**src/rtl/rx_sched_pkg.sv**
```systemverilog
// Shared types for the frame-level ingress scheduler.
package rx_sched_pkg;

  typedef enum logic [1:0] {
    IDLE,
    XFER,
    GAP
  } state_t;

  typedef logic [7:0] byte_t;

endpackage

```
**src/rtl/rr_pick.sv**
```systemverilog
// Combinational round-robin picker: first requester above 'last', wrapping.
module rr_pick #(
  parameter int unsigned N_SRC = 4,
  parameter int unsigned ID_W  = $clog2(N_SRC)
) (
  input  logic [N_SRC-1:0] req,
  input  logic [ID_W-1:0]  last,
  output logic [ID_W-1:0]  gnt_id,
  output logic             any
);

  logic [ID_W-1:0] w_idx;

  // Walk from the farthest candidate down so the nearest one above 'last' wins.
  always_comb begin
    gnt_id = '0;
    any    = 1'b0;
    w_idx  = '0;
    for (int k = int'(N_SRC); k >= 1; k--) begin
      w_idx = ID_W'((int'(last) + k) % int'(N_SRC));
      if (req[w_idx]) begin
        gnt_id = w_idx;
        any    = 1'b1;
      end
    end
  end

endmodule

```
**src/rtl/rx_frame_sched.sv**
```systemverilog
// Shares one byte-stream ingress among N_SRC sources, one whole frame per grant,
// with a minimum inter-frame gap and stall abort.
module rx_frame_sched
  import rx_sched_pkg::*;
#(
  parameter int unsigned N_SRC     = 4,
  parameter int unsigned IFG       = 2,
  parameter int unsigned STALL_MAX = 8,
  parameter int unsigned CNT_W     = 16
) (
  input  logic                     clk,
  input  logic                     rst,
  input  logic [N_SRC-1:0]         src_valid,
  input  logic [8*N_SRC-1:0]       src_data,
  input  logic [N_SRC-1:0]         src_last,
  output logic [N_SRC-1:0]         src_ready,
  output logic [7:0]               rxd,
  output logic                     rx_dv,
  output logic [$clog2(N_SRC)-1:0] grant_id,
  output logic                     busy,
  output logic                     abort,
  output logic [CNT_W-1:0]         frames_sent
);

  localparam int unsigned ID_W = $clog2(N_SRC);
  localparam int unsigned SW   = $clog2(STALL_MAX + 1);
  localparam int unsigned GW   = $clog2(IFG + 1);

  state_t          r_state;
  logic [ID_W-1:0] r_last_grant;
  logic [SW-1:0]   r_stall_cnt;
  logic [GW-1:0]   r_gap_cnt;

  logic [ID_W-1:0] w_pick_id;
  logic            w_pick_any;
  logic            w_sel_valid;
  logic            w_sel_last;
  byte_t           w_sel_data;

  rr_pick #(
    .N_SRC (N_SRC),
    .ID_W  (ID_W)
  ) u_rr_pick (
    .req    (src_valid),
    .last   (r_last_grant),
    .gnt_id (w_pick_id),
    .any    (w_pick_any)
  );

  assign w_sel_valid = src_valid[grant_id];
  assign w_sel_last  = src_last[grant_id];
  assign w_sel_data  = src_data[{grant_id, 3'b000} +: 8];

  always_comb begin
    src_ready = '0;
    if (r_state == XFER) src_ready[grant_id] = 1'b1;
  end

  always_ff @(posedge clk or posedge rst) begin
    if (rst) begin
      r_state      <= IDLE;
      r_last_grant <= ID_W'(N_SRC - 1);
      r_stall_cnt  <= '0;
      r_gap_cnt    <= '0;
      rxd          <= '0;
      rx_dv        <= 1'b0;
      grant_id     <= '0;
      busy         <= 1'b0;
      abort        <= 1'b0;
      frames_sent  <= '0;
    end else begin
      abort <= 1'b0;
      rx_dv <= 1'b0;
      unique case (r_state)
        IDLE: begin
          if (w_pick_any) begin
            grant_id     <= w_pick_id;
            r_last_grant <= w_pick_id;
            r_stall_cnt  <= '0;
            r_state      <= XFER;
            busy         <= 1'b1;
          end
        end
        XFER: begin
          if (w_sel_valid) begin
            rxd         <= w_sel_data;
            rx_dv       <= 1'b1;
            r_stall_cnt <= '0;
            if (w_sel_last) begin
              frames_sent <= frames_sent + 1'b1;
              r_gap_cnt   <= '0;
              r_state     <= GAP;
            end
          end else if (r_stall_cnt == SW'(STALL_MAX - 1)) begin
            // Partial frame is abandoned; its remaining bytes re-arbitrate later.
            abort       <= 1'b1;
            r_stall_cnt <= '0;
            r_gap_cnt   <= '0;
            r_state     <= GAP;
          end else begin
            r_stall_cnt <= r_stall_cnt + 1'b1;
          end
        end
        GAP: begin
          if (r_gap_cnt == GW'(IFG - 1)) begin
            r_state <= IDLE;
            busy    <= 1'b0;
          end else begin
            r_gap_cnt <= r_gap_cnt + 1'b1;
          end
        end
        default: r_state <= IDLE;
      endcase
    end
  end

endmodule
```
**config.mk**
```make
export PLATFORM = sky130hd
export DESIGN_NAME = rx_frame_sched
export DESIGN_NICKNAME = d
export VERILOG_FILES = /design/src/rtl/rx_sched_pkg.sv /design/src/rtl/rr_pick.sv /design/src/rtl/rx_frame_sched.sv
export SDC_FILE = /design/constraint.sdc
export NUM_CORES = 1
export LEC_CHECK = 0
export ABC_AREA = 1
export BUFFER_PORTS_ARGS = -buffer_cell sky130_fd_sc_hd__buf_2
export CAP_MARGIN = 20
export CORE_ASPECT_RATIO = 0.9
export CORE_MARGIN = 4
export CORE_UTILIZATION = 52
export CTS_CLUSTER_DIAMETER = 200
export DETAILED_ROUTE_END_ITERATION = 8
export GPL_TIMING_DRIVEN = 0
export HOLD_SLACK_MARGIN = 0.15
export PLACE_DENSITY = 0.87
export SLEW_MARGIN = 10
export SYNTH_ARGS = -nofsm -noshare
export SYNTH_HDL_FRONTEND = slang
export SYNTH_HIERARCHICAL = 1
export SYNTH_SLANG_ARGS = --single-unit
export TNS_END_PERCENT = 10
```
**constraint.sdc**
```tcl
create_clock -name clk -period 1.8 [get_ports clk]
set_input_delay 0.09 -clock clk [delete_from_list [all_inputs] [get_ports clk]]
set_output_delay 0.09 -clock clk [all_outputs]
set_load 0.1 [all_outputs]
```
* Yosys cells after proc, flatten, opt, wreduce, memory -nomap -nowiden
Cells that the tools add are included. Widths: inputs -> output; s select.
Cells by class: add/subtract/negate cells 7, order comparisons 6, equal/unequal tests 9, shift-type cells 1, mux-type cells 46, reduce and logical (&&, ||, !) cells 12
Operator list (number):
- $shiftx 32x6->8 | 1
- $mux 2 | 13
- $mux 1 | 18
- $add 16x1->16 const B | 1
- $mux 4 | 4
- $lt 2x3->1 const B | 5
- $bmux 1 s2 | 6
- $pmux 4 s2 | 1
- $reduce_and 4->1 | 2
- $add 2x1->2 const B | 3
- $pmux 2 s3 | 1
- $reduce_and 2->1 | 3
- $reduce_and 3->1 | 2
- $reduce_bool 2->1 | 3
- $add 2x2->2 const B | 2
- $add 4x1->4 const B | 1
- $eq 2x1->1 const B | 2
- $eq 4x3->1 const B | 1
- $ne 2x2->1 const B | 2
- $pmux 2 s2 | 1
- $ne 3x2->1 const B | 1
- $ne 3x3->1 const B | 1
- $demux 1 s2 | 1
- $eq 2x2->1 const B | 1
- 5 further kinds | 5
Storage, ports and cells: bits in registers 39, input bits 42, output and inout port bits 33

* Depth between registers and ports, before layout
Gate-level depths: netlist of the first run.
depth in word-level cells 9, mapped depth 12, gate-level depth less buffers 11

* Modules after synthesis
Netlist of the first run, hierarchy kept.
By module, submodules not included:
- rx_frame_sched | instances 1, cells an instance 296, area an instance 2283.4 sq um, sequential area each 978.4 sq um
- rr_pick | instances 1, cells an instance 49, area an instance 226.5 sq um, sequential area each 0.0 sq um

* Worst setup path before layout of the first run
OpenSTA, ideal clock, no wires.
path type register -> output, from register grant_id[1], to output port src_ready[2], arrival time 3.479 ns, slack -1.769 ns, cell stages (with the launch flop) 5, path buffers 2, cell sequence dfrtp_1 buf_6 inv_2 buf_2 nor3_1
On the way: word-level cells in the longest chain between the ends 5, elaborated cells on any way between the ends 6, classes of those cells 2 x order compare; 3 x mux; 1 x reduce/logical
RTL lines:
- from (decl) | line rx_frame_sched.sv:19 | output logic [$clog2(N_SRC)-1:0] grant_id,
- from (signal assigned) | line rx_frame_sched.sv:77 | grant_id <= w_pick_id;
- $lt 2x3->1 (implied by the code) or $ge 2x1->1 (tied branches) | line rx_frame_sched.sv:56 | if (r_state == XFER) src_ready[grant_id] = 1'b1;
- $logic_and 1x1->1 (implied by the code) | line rx_frame_sched.sv:56
- $mux 1 (implied by the code) | line rx_frame_sched.sv:56
- $demux 1 s2 * | line rx_frame_sched.sv:56
- $mux 4 * | line rx_frame_sched.sv:56
- to (decl) | line rx_frame_sched.sv:16 | output logic [N_SRC-1:0] src_ready,
Every way passes the cells marked *; elsewhere a longest branch is shown, timed or not.

* Worst setup path in the final report of the first run
from register r_state[1], to output port src_ready[1]
On the way: word-level cells in the longest chain between the ends 2
RTL lines:
- from (decl) | line rx_frame_sched.sv:29 | state_t r_state;
- from (signal assigned) | line rx_frame_sched.sv:61 | r_state <= IDLE;
- from (signal assigned) | line rx_frame_sched.sv:80 | r_state <= XFER;
- from (signal assigned) | line rx_frame_sched.sv:92 | r_state <= GAP;
- $eq 2x1->1 | line rx_frame_sched.sv:56
- $mux 4 | line rx_frame_sched.sv:56
Every way passes these cells.

==> results of run 1 <==
-- per-stage QoR --
step | power (mW) | hold WS [ps]
2_1_floorplan | 5.05 | 265
3_3_place_gp | 5.70 | 372
3_5_place_dp | 5.80 | 294
4_1_cts | 6.59 | 150
5_1_grt | 7.01 | 172
6_report | 6.58 | 172
-- timing repair --
item,4_1_cts,5_1_grt
resized for setup,2,1
endpoints found under the hold margin,45,0
endpoints found under the setup margin,2,3
hold buffers,9,0
-- per-layer routing --
| metal | vias to the layer above | global-route usage, % | routed length, um |
|---|---|---|---|
| met1 | 1189 | 29.1 | 2810 |
| met5 | - | 0 | 0 |
| met4 | 0 | 6.19 | 65 |
| li1 | 1295 | - | - |
| met2 | 79 | 39.0 | 3090 |
| met3 | 9 | 5.64 | 432 |
-- logic make-up after synthesis --
| group | synth area share, % |
|---|---|
| AO/OA/AOI/OAI | 7.33 |
| XOR/XNOR | 3.49 |
| adder cells (fa/ha/maj) | 1.50 |
| buffers and inverters | 8.13 |
| flip-flops | 39.0 |
| AND/OR/NAND/NOR | 40.6 |
-- sequential cells by signal, indices dropped and copies added (netlist names) --
signal	flops
abort	1
rx_dv	1
r_gap_cnt	2
r_last_grant	2
frames_sent	16
rxd	8
busy	1
r_stall_cnt	4
grant_id	2
r_state	2
-- critical path: stages, from the launching register on --
cell and delay [ps]:
dfrtp_1 380, inv_1 80, nand2_2 230, nor3_4 170, buf_2 440
-- layout make-up --
class	instances	area [sq um]
Buffer	9	113
Clock buffer	6	82.6
Clock inverter	2	35.0
Fill cell	369	1270
Inverter	30	133
Multi-Input combinational cell	267	1370
Sequential cell	39	997
Tap cell	62	77.6
Timing Repair Buffer	83	465
-- worst paths after layout --
check | to | from | cells after the start | slack [ps]
max | src_ready[1] | r_state[1]$_DFFE_PP0P_ | 4 | 110
min | rxd[5]$_DFFE_PP0P_ | src_data[21] | 5 | 170
max reg2reg | r_stall_cnt[3]$_DFFE_PP0P_ | r_last_grant[0]$_DFFE_PP1P_ | 8 | 120
min reg2reg | r_gap_cnt[1]$_DFFE_PP0P_ | r_gap_cnt[1]$_DFFE_PP0P_ | 2 | 480
max in group asynchronous | grant_id[0]$_DFFE_PP0P_ | rst | 3 | 720
min in group asynchronous | rxd[7]$_DFFE_PP0P_ | rst | 3 | 500
-- Yosys cell counts --
library cell / instances / area share [%]
nand2_1: 126 / 19
nand3_1: 40 / 8.0
dfrtp_1: 37 / 37
inv_1: 26 / 3.9
nor2_1: 16 / 2.4
o21ai_0: 11 / 2.2
nand2_2: 9 / 2.2
nor3_1: 9 / 1.8
o21ai_1: 9 / 1.8
a21oi_1: 8 / 1.6
nand4_1: 6 / 1.5
buf_6: 5 / 2.2
xnor2_1: 5 / 1.7
xor2_1: 5 / 1.7
o21ai_2: 4 / 1.4
buf_2: 3 / 0.60
ha_1: 3 / 1.5
nand3b_1: 3 / 0.90
nor2_2: 3 / 0.75
nor2_4: 3 / 1.3
dfstp_2: 2 / 2.1
inv_4: 2 / 0.50
nand2_4: 2 / 0.90
nand3_2: 2 / 0.80
and2_4: 1 / 0.35
buf_4: 1 / 0.30
inv_2: 1 / 0.15
inv_8: 1 / 0.45
nor2_8: 1 / 0.80
o32ai_1: 1 / 0.35
-- power by group --
part	total (mW)	switching (mW)	internal [mW]	leakage (nW)
combinational	4.38	3.33	1.05	1.15
clock	0.760	0.311	0.448	0.0612
sequential	1.44	0.226	1.21	0.486
total	6.58	3.87	2.71	1.70
==> results.yml, run 1 <==
status:
  run_status: "finished clean"
grt:
  grt_use_total_pct: 22.9
  grt.overflow.total: 0
  grt_pass1_wl_um: 10700
  pin_count_of_the_biggest_net_entering_global_routing: 40
  antenna_found_initial: 0
  vias_in_the_first_global_route: 2399
layout:
  final_layout_size_suffix_gt1_share_pct: 31.9
  layout_common_cells: "nand2_1 (125), buf_2 (73), nand3_1 (40)"
  synthToLayoutAreaGrowth_pct: 30.5
  final_common_cell: "nand2_1"
  final_net_count: 480
  area_of_all_placed_cells_without_fillers_sq_mm: 0.00327
  num_antenna_cells: 0
  postLayoutCoreUtil_pct: 72.0
  post_layout_nonfiller_instances: 498
sta:
  setup_tns_after_final_layout_ps: 0
  drv_slew: 0
  timing_hold_violations_final: 0
  layout_min_cycle_time_ps: 1690
  worst_slew_pin_slew_ps: 801
  slew_headroom_pct: 46.5
  period_share_pct: 94.1
  finalSetupViolCount: 0
  clock-skew-final_ps: 2.26
  timing.fmax_mhz: 590
  post-route-worst-setup-slack_ps: 106
setup_path:
  critical_path_class: "reg2out"
  crit_fanout: 10
  cp-end-kind: "output pin"
  cp_data_required_time_ps: 1710
  cp_data_arrival_time_ps: 1600
  worstSetupStartpointType: "flip-flop"
clock_tree:
  cts-root-buf: "clkbuf_8"
  cts_sinks: 39
  htreeDepth: 2
  worstSkewPairLatency_ps: 290
  worst_setup_hold_path_clk_slew_ps: 80
  cts-buffers-inserted: 5
  tritoncts: "built"
  number_of_buffers_on_the_longest_clock_path: 2
  cts_post_setup_buffers_inserted: 0
placed_design:
  buffer_ports.inserted: 74
  place_area_sq_mm: 0.00306
  dpl_hpwl_um: 4910
  placed_cells: 481
  placement.setup.worst_slack_ps: 56.2
  gp_congestion: 0.876
drt:
  drc_errors: 0
  route.detailed.vias_per_inst: 5.16
  drtAntennaViolNets: 0
  drt-wirelength-per-cell_um: 12.9
  drt-pass1-iter-count: 5
  routed-via-count: 2572
  postRouteWirelength_um: 6400
  drtIter0Drc: 135
hold_path:
  worstHoldPathType: "in2reg"
floorplanning:
  placeableCoreArea_sq_mm: 0.00455
  die_y_extent_um: 73.9
  rows: 23
  width_of_the_die_um: 81.2
  initial_core_util_pct: 55.2
  floorplan.die_area_sq_mm: 0.00600
  floorplan.io_pins: 75
synth:
  post_synth.cell_area_avg_sq_um: 7.28
  synth_cell_type_count: 30
  ys_ff_latch: 39
  post_synth_inst_count: 345
  ys_seq_area_share_pct: 39.0
  synth-warning-count: 6
  syn-cell-area_sq_mm: 0.00251
  postSynthNetCount: 390
pwr:
  power_density_mw_per_mm2: 2010
  leakagePower_nw: 1.70
  vdd_ir_drop_max_mv: 1.12
job:
  max-cap-violations: 0
Power figures use the tool's default switching activity.
==> run 2: changes to the inputs <==
Settings changed: PLACE_DENSITY 0.87 to 0.88, SETUP_SLACK_MARGIN from default to 0.4, SYNTH_HIERARCHICAL 1 to default.
==> results.yml, run 2 <==
layout:
  num_antenna_cells: 0
  final_net_count: 507
  final_common_cell: "nand2_1"
  synthToLayoutAreaGrowth_pct: 51.2
  max_ffs_per_register: 16
  layout_common_cells: "nand2_1 (107), buf_2 (70), nand3_1 (37)"
  registers.top_by_ff_count: "frames_sent"
  final_layout_size_suffix_gt1_share_pct: 39.1
  biggestRegsByFlops: "frames_sent: 16 flops, rxd: 8 flops, r_stall_cnt: 4 flops"
drt:
  drtAntennaViolNets: 0
  drt-wirelength-per-cell_um: 16.7
  postRouteWirelength_um: 8760
  routed-via-count: 2933
  drtIter0Drc: 225
  drc_errors: 0
  route.detailed.vias_per_inst: 5.59
  drt-pass1-iter-count: 5
sta:
  timing.fmax_mhz: 577
  grt_setup_unrepaired: "yes"
  drv_slew: 0
  slew_headroom_pct: 47.3
  worst_slew_pin_slew_ps: 789
  clock-skew-final_ps: 8.45
  period_share_pct: 96.2
  post-route-worst-setup-slack_ps: 67.7
  setup_tns_after_final_layout_ps: 0
  layout_min_cycle_time_ps: 1730
  timing_hold_violations_final: 0
  finalSetupViolCount: 0
synth:
  synth_compound_area_share_pct: 6.41
  post_synth_xor_area_fraction_pct: 4.21
  post_synth.cell_area_avg_sq_um: 7.35
  asyncSetResetFlopFracSynth_pct: 100
  post_synth_inst_count: 340
  synth.area.mux_share_pct: 0
  netlist.area_leader.share_pct: 37.1
  ys_seq_area_share_pct: 39.2
  ys_dominant_reg_cell: "dfrtp_1"
  synth.largest_area_cell: "dfrtp_1"
  synth_commonest_cells: "nand2_1 (110), nand3_1 (42), dfrtp_1 (37), inv_1 (36), nor2_1 (24)"
  area_share_of_fa_ha_maj_cells_after_synthesis_pct: 1.50
  syn-cell-area_sq_mm: 0.00250
  synth_area_leaders: "dfrtp_1 (37%), nand2_1 (17%), nand3_1 (8.4%)"
  synth_enable_flop_cells: 0
  post-synth-top-count-cell: "nand2_1"
  postSynthNetCount: 385
  synth_simple_gate_area_share_pct: 39.1
  dominant_combinational_cell_family_by_area_after_synthesis: "simple AND/OR/NAND/NOR gates"
  ys_ff_latch: 39
  synth-warning-count: 0
  synth_cell_type_count: 32
setup_path:
  cp_slowest_cell: "dfrtp_4"
  cp_num_buf_inv: 3
  critical_path_class: "reg2reg"
  cell_with_the_most_instances_on_the_worst_path: "nand2_8"
  timing.critical_path.max_delay_family: "simple AND/OR/NAND/NOR gates"
  crit_chain: "buf_12 -> nand2_8 -> clkinv_8 -> nand2_8 -> buf_4 -> nand4_1 -> nor3_2 -> nand2_1 -> o21ai_1"
  cp_data_required_time_ps: 2020
  cp_data_arrival_time_ps: 1950
  crit_fanout: 6
  cp-end-kind: "flip-flop"
  worstSetupStartpointType: "flip-flop"
  worst_path_largest_cell_delay_ps: 510
grt:
  vias_in_the_first_global_route: 2708
  grt.overflow.total: 0
  antenna_found_initial: 0
  use_met2_pct: 49.8
  grt_use_total_pct: 27.8
  use_met3_pct: 5.02
  gr-max-usage-layer: "met2"
  grt_use_met1_pct: 31.5
  pin_count_of_the_biggest_net_entering_global_routing: 40
  grt_pass1_wl_um: 12800
pwr:
  power_density_mw_per_mm2: 2090
  leakagePower_nw: 1.89
  vdd_ir_drop_max_mv: 1.54
clock_tree:
  cts-buffers-inserted: 5
  cts_sinks: 39
  worst_setup_hold_path_clk_slew_ps: 80
  number_of_buffers_on_the_longest_clock_path: 2
  cts-root-buf: "clkbuf_8"
  worstSkewPairLatency_ps: 300
  htreeDepth: 2
  tritoncts: "built"
placed_design:
  placement.setup.worst_slack_ps: 2.12
  buffer_ports.inserted: 74
  dpl_hpwl_um: 4600
  gp_congestion: 0.895
floorplanning:
  width_of_the_die_um: 81.1
  floorplan.io_pins: 75
  die_y_extent_um: 73.8
  floorplan.die_area_sq_mm: 0.00598
  rows: 23
  initial_core_util_pct: 55.0
  placeableCoreArea_sq_mm: 0.00455
job:
  max-cap-violations: 0
hold_path:
  worstHoldPathType: "in2reg"
status:
  run_status: "finished clean"
[run 2: changes by cell type after synthesis, sizes merged, moves of 5 or more]
| cell | change |
|---|---|
| nor2 | +5 |
| nand2 | -21 |
| o21ai | -11 |
| inv | +8 |
| a21oi | +8 |
[run 2: repair_timing]
action	in CTS	in global routing
hold buffers	9	0
pin swaps	10	10
endpoints found under the hold margin	45	0
gates cloned	1	1
gates resized for setup	51	18
endpoints found under the setup margin	43	43
buffers inserted	27	3
[run 2: metal layers]
layer  vias to the layer above  part of all wire (%)
li1                       1337                     -
met2                       180                    49
met3                        59                   7.4
met5                         -                     0
met4                         0                   6.4
met1                      1357                    37
[run 2: power by group]
| group | internal, mW | switching, mW | total [mW] |
|---|---|---|---|
| Sequential | 1.20 | 0.259 | 1.46 |
| Clock | 0.448 | 0.302 | 0.751 |
| Combinational | 1.84 | 3.83 | 5.66 |
[run 2: tightest hold or removal path, cell delays in order]
cell	delay, ps
buf_2	70
nand2_1	40
nand3_1	60
a21oi_1	40
a21oi_1	130
[run 2: through the flow]
step / std cells / hold slack [ps] / power [mW] / utilization [%] / instance area, sq um
floorplan: 340 / 289 / 5.02 / - / 2590
global placement: 476 / 382 / 5.63 / 66.8 / 3040
detailed placement: 476 / 284 / 5.73 / 66.8 / 3040
CTS: 521 / 184 / 7.39 / 80.9 / 3680
global route: 525 / 203 / 8.24 / 83.1 / 3780
finish: 525 / 193 / 7.88 / 83.1 / 3780
[run 2: path summary, 6_finish.rpt]
kind / from / end / slack (ps) / cells past startpoint
setup / recovery: grant_id[1]$_DFFE_PP0P_ / r_stall_cnt[3]$_DFFE_PP0P_ / 70 / 9
hold / removal: src_data[29] / rxd[5]$_DFFE_PP0P_ / 190 / 5
setup reg to reg: grant_id[1]$_DFFE_PP0P_ / r_stall_cnt[3]$_DFFE_PP0P_ / 70 / 9
hold reg to reg: frames_sent[13]$_DFFE_PP0P_ / frames_sent[13]$_DFFE_PP0P_ / 510 / 2
max in group asynchronous: rst / grant_id[1]$_DFFE_PP0P_ / 740 / 3
min in group asynchronous: rst / frames_sent[4]$_DFFE_PP0P_ / 490 / 3
[run 2: kinds of logic (layout without fill, tap and decap cells)]
family                     after synthesis  after routing
DFF                                     39             39
buffers and inverters                   48            170
AOI/OAI and AO/OA                       30             30
and+or+nand+nor                        208            209
adders and majority gates                3              3
xor gates and xnor gates                12             12
[run 2: final cells by class]
type                    instances  area (sq um)
plain buffers                   9           136
clock buffers                   6          82.6
clock inverters                 2          35.0
fillers                       267           768
inverters                      39           174
multi-input cells             254          1460
flip-flops and latches         39           997
well taps                      62          77.6
repair buffers                114           820
==> run 3: changes to the inputs <==
Settings changed: REMOVE_ABC_BUFFERS from default to 1.
==> results.yml, run 3 (synthesis results as in run 2) <==
status:
  run_status: "finished clean"
pwr:
  comb_power_share_pct: 67.9
  seq_power_share_pct: 20.3
  cell_internal_pwr_mw: 3.22
  total_switching_power_mw: 4.31
  fin_total_pwr_mw: 7.53
  clkPwrFrac_pct: 11.8
  vdd_ir_drop_max_mv: 1.26
  power_density_mw_per_mm2: 2120
  switching_share_of_power_pct: 57.2
  leakagePower_nw: 1.82
setup_path:
  r2r_start: "grant_id[0]$_DFFE_PP0P_"
  crit_fanout: 6
  cp_data_required_time_ps: 2030
  cp-end-kind: "flip-flop"
  crit-reg2reg-capture: "r_stall_cnt[3]$_DFFE_PP0P_"
  cp_data_arrival_time_ps: 1920
  worstSetupStartpointType: "flip-flop"
  r2r.worst_path.cells: 7
  worst_setup_path_startpoint: "grant_id[0]$_DFFE_PP0P_"
  critical_path_class: "reg2reg"
  setup.reg_to_reg.worst_slack_ps: 110
  timing.critical_path.to: "r_stall_cnt[3]$_DFFE_PP0P_"
clock_tree:
  cts_sinks: 39
  number_of_buffers_on_the_longest_clock_path: 2
  cts-buffers-inserted: 5
  htreeDepth: 2
  worstSkewPairLatency_ps: 300
  tritoncts: "built"
  cts-root-buf: "clkbuf_8"
  worst_setup_hold_path_clk_slew_ps: 80
floorplanning:
  initial_core_util_pct: 55.0
  floorplan.die_area_sq_mm: 0.00598
  placeableCoreArea_sq_mm: 0.00455
  floorplan.io_pins: 75
  rows: 23
  width_of_the_die_um: 81.1
  die_y_extent_um: 73.8
layout:
  synthToLayoutAreaGrowth_pct: 42.2
  final_common_cell: "nand2_1"
  post_layout_nonfiller_instances: 516
  fill_cells: 264
  num_antenna_cells: 0
  biggestRegsByFlops: "frames_sent: 16 flops, rxd: 8 flops, r_stall_cnt: 4 flops"
  final_layout_size_suffix_gt1_share_pct: 35.7
  registers.top_by_ff_count: "frames_sent"
  area_of_all_placed_cells_without_fillers_sq_mm: 0.00355
  postLayoutCoreUtil_pct: 78.2
  final_net_count: 498
  layout_common_cells: "nand2_1 (106), buf_2 (70), nand3_1 (36)"
  max_ffs_per_register: 16
drt:
  postRouteWirelength_um: 9090
  drtIter0Drc: 421
  route.detailed.vias_per_inst: 5.82
  drc_errors: 0
  drt-wirelength-per-cell_um: 17.6
  drtAntennaViolNets: 0
  drt-pass1-iter-count: 6
  routed-via-count: 3001
grt:
  grt_use_total_pct: 27.2
  grt_pass1_wl_um: 12600
  vias_in_the_first_global_route: 2656
  pin_count_of_the_biggest_net_entering_global_routing: 40
  antenna_found_initial: 0
  grt.overflow.total: 0
sta:
  grt_setup_unrepaired: "yes"
  timing.fmax_mhz: 592
  slew_headroom_pct: 45.5
  finalSetupViolCount: 0
  hold_slack_ps: 164
  worst_slew_pin_slew_ps: 816
  post-route-worst-setup-slack_ps: 110
  clock-skew-final_ps: 10.9
  setup_tns_after_final_layout_ps: 0
  period_share_pct: 93.9
  timing_hold_violations_final: 0
  layout_min_cycle_time_ps: 1690
  drv_slew: 0
placed_design:
  buffer_ports.inserted: 74
  dpl_hpwl_um: 4480
  placed_cells: 467
  placement.setup.worst_slack_ps: -403
  gp_congestion: 0.923
  place_area_sq_mm: 0.00287
hold_path:
  worstHoldPathType: "in2reg"
job:
  max-cap-violations: 0
[run 3: cell count changes in the layout (fill, tap and decap cells not counted), moves of 4 or more]
cell	change
buf_12	-6
nor2_1	+4
nor2_2	-4
dfrtp_1	+8
dfrtp_2	-7
buf_4	+4
[run 3: worst min path at each step]
stage | from | end | slack, ps | depth (start not counted)
global route | src_data[28] | rxd[4]$_DFFE_PP0P_ | 190 | 5
finish | src_data[28] | rxd[4]$_DFFE_PP0P_ | 160 | 5
CTS | src_data[28] | rxd[4]$_DFFE_PP0P_ | 170 | 5
global placement | src_data[25] | rxd[1]$_DFFE_PP0P_ | 380 | 3
floorplan | rst | abort$_DFF_PP0_ | 290 | 1
detailed placement | rst | frames_sent[1]$_DFFE_PP0P_ | 290 | 2
[run 3: metal layers]
layer  part of all wire (%)  wire length (um)  GRT usage, %  vias to the layer above
li1                       -                 -             -                     1314
met1                     37              3400          32.8                     1362
met2                     48              4340          47.8                      255
met3                    9.2               840          5.27                       70
met4                    5.7               515          10.5                        0
met5                      0                 0             0                        -
[run 3: repair_timing]
action | in CTS | in global routing
hold endpoints to repair | 45 | 0
pin swaps | 11 | 10
hold buffers | 9 | 0
buffers inserted | 22 | 10
resized for setup | 47 | 20
setup endpoints to repair | 45 | 45
[run 3: layout make-up]
class / instances / area [sq um] / area share, %
clock buffers: 6 / 72.6 / 2.04
clock inverters: 2 / 60.1 / 1.69
inverters: 39 / 179 / 5.04
multi-input cells: 253 / 1420 / 39.8
flip-flops and latches: 39 / 985 / 27.7
well taps: 62 / 77.6 / 2.18
repair buffers: 115 / 764 / 21.5
[run 3: power by group through the flow]
stage	Sequential, mW	Clock (mW)	Combinational (mW)
after floorplan	2.84	0	1.82
after global placement	1.52	0	3.72
after detailed placement	1.54	0	3.83
after CTS	1.48	0.870	4.59
after global routing	1.56	0.924	5.37
final	1.53	0.887	5.11
[run 3: critical path: stages (launching register included)]
cell and delay [ps]:
dfrtp_4 560, nand2_4 130, clkinv_8 70, nand2_4 70, nand4_1 170, nor3_1 390
nand2_1 140, o21ai_1 100
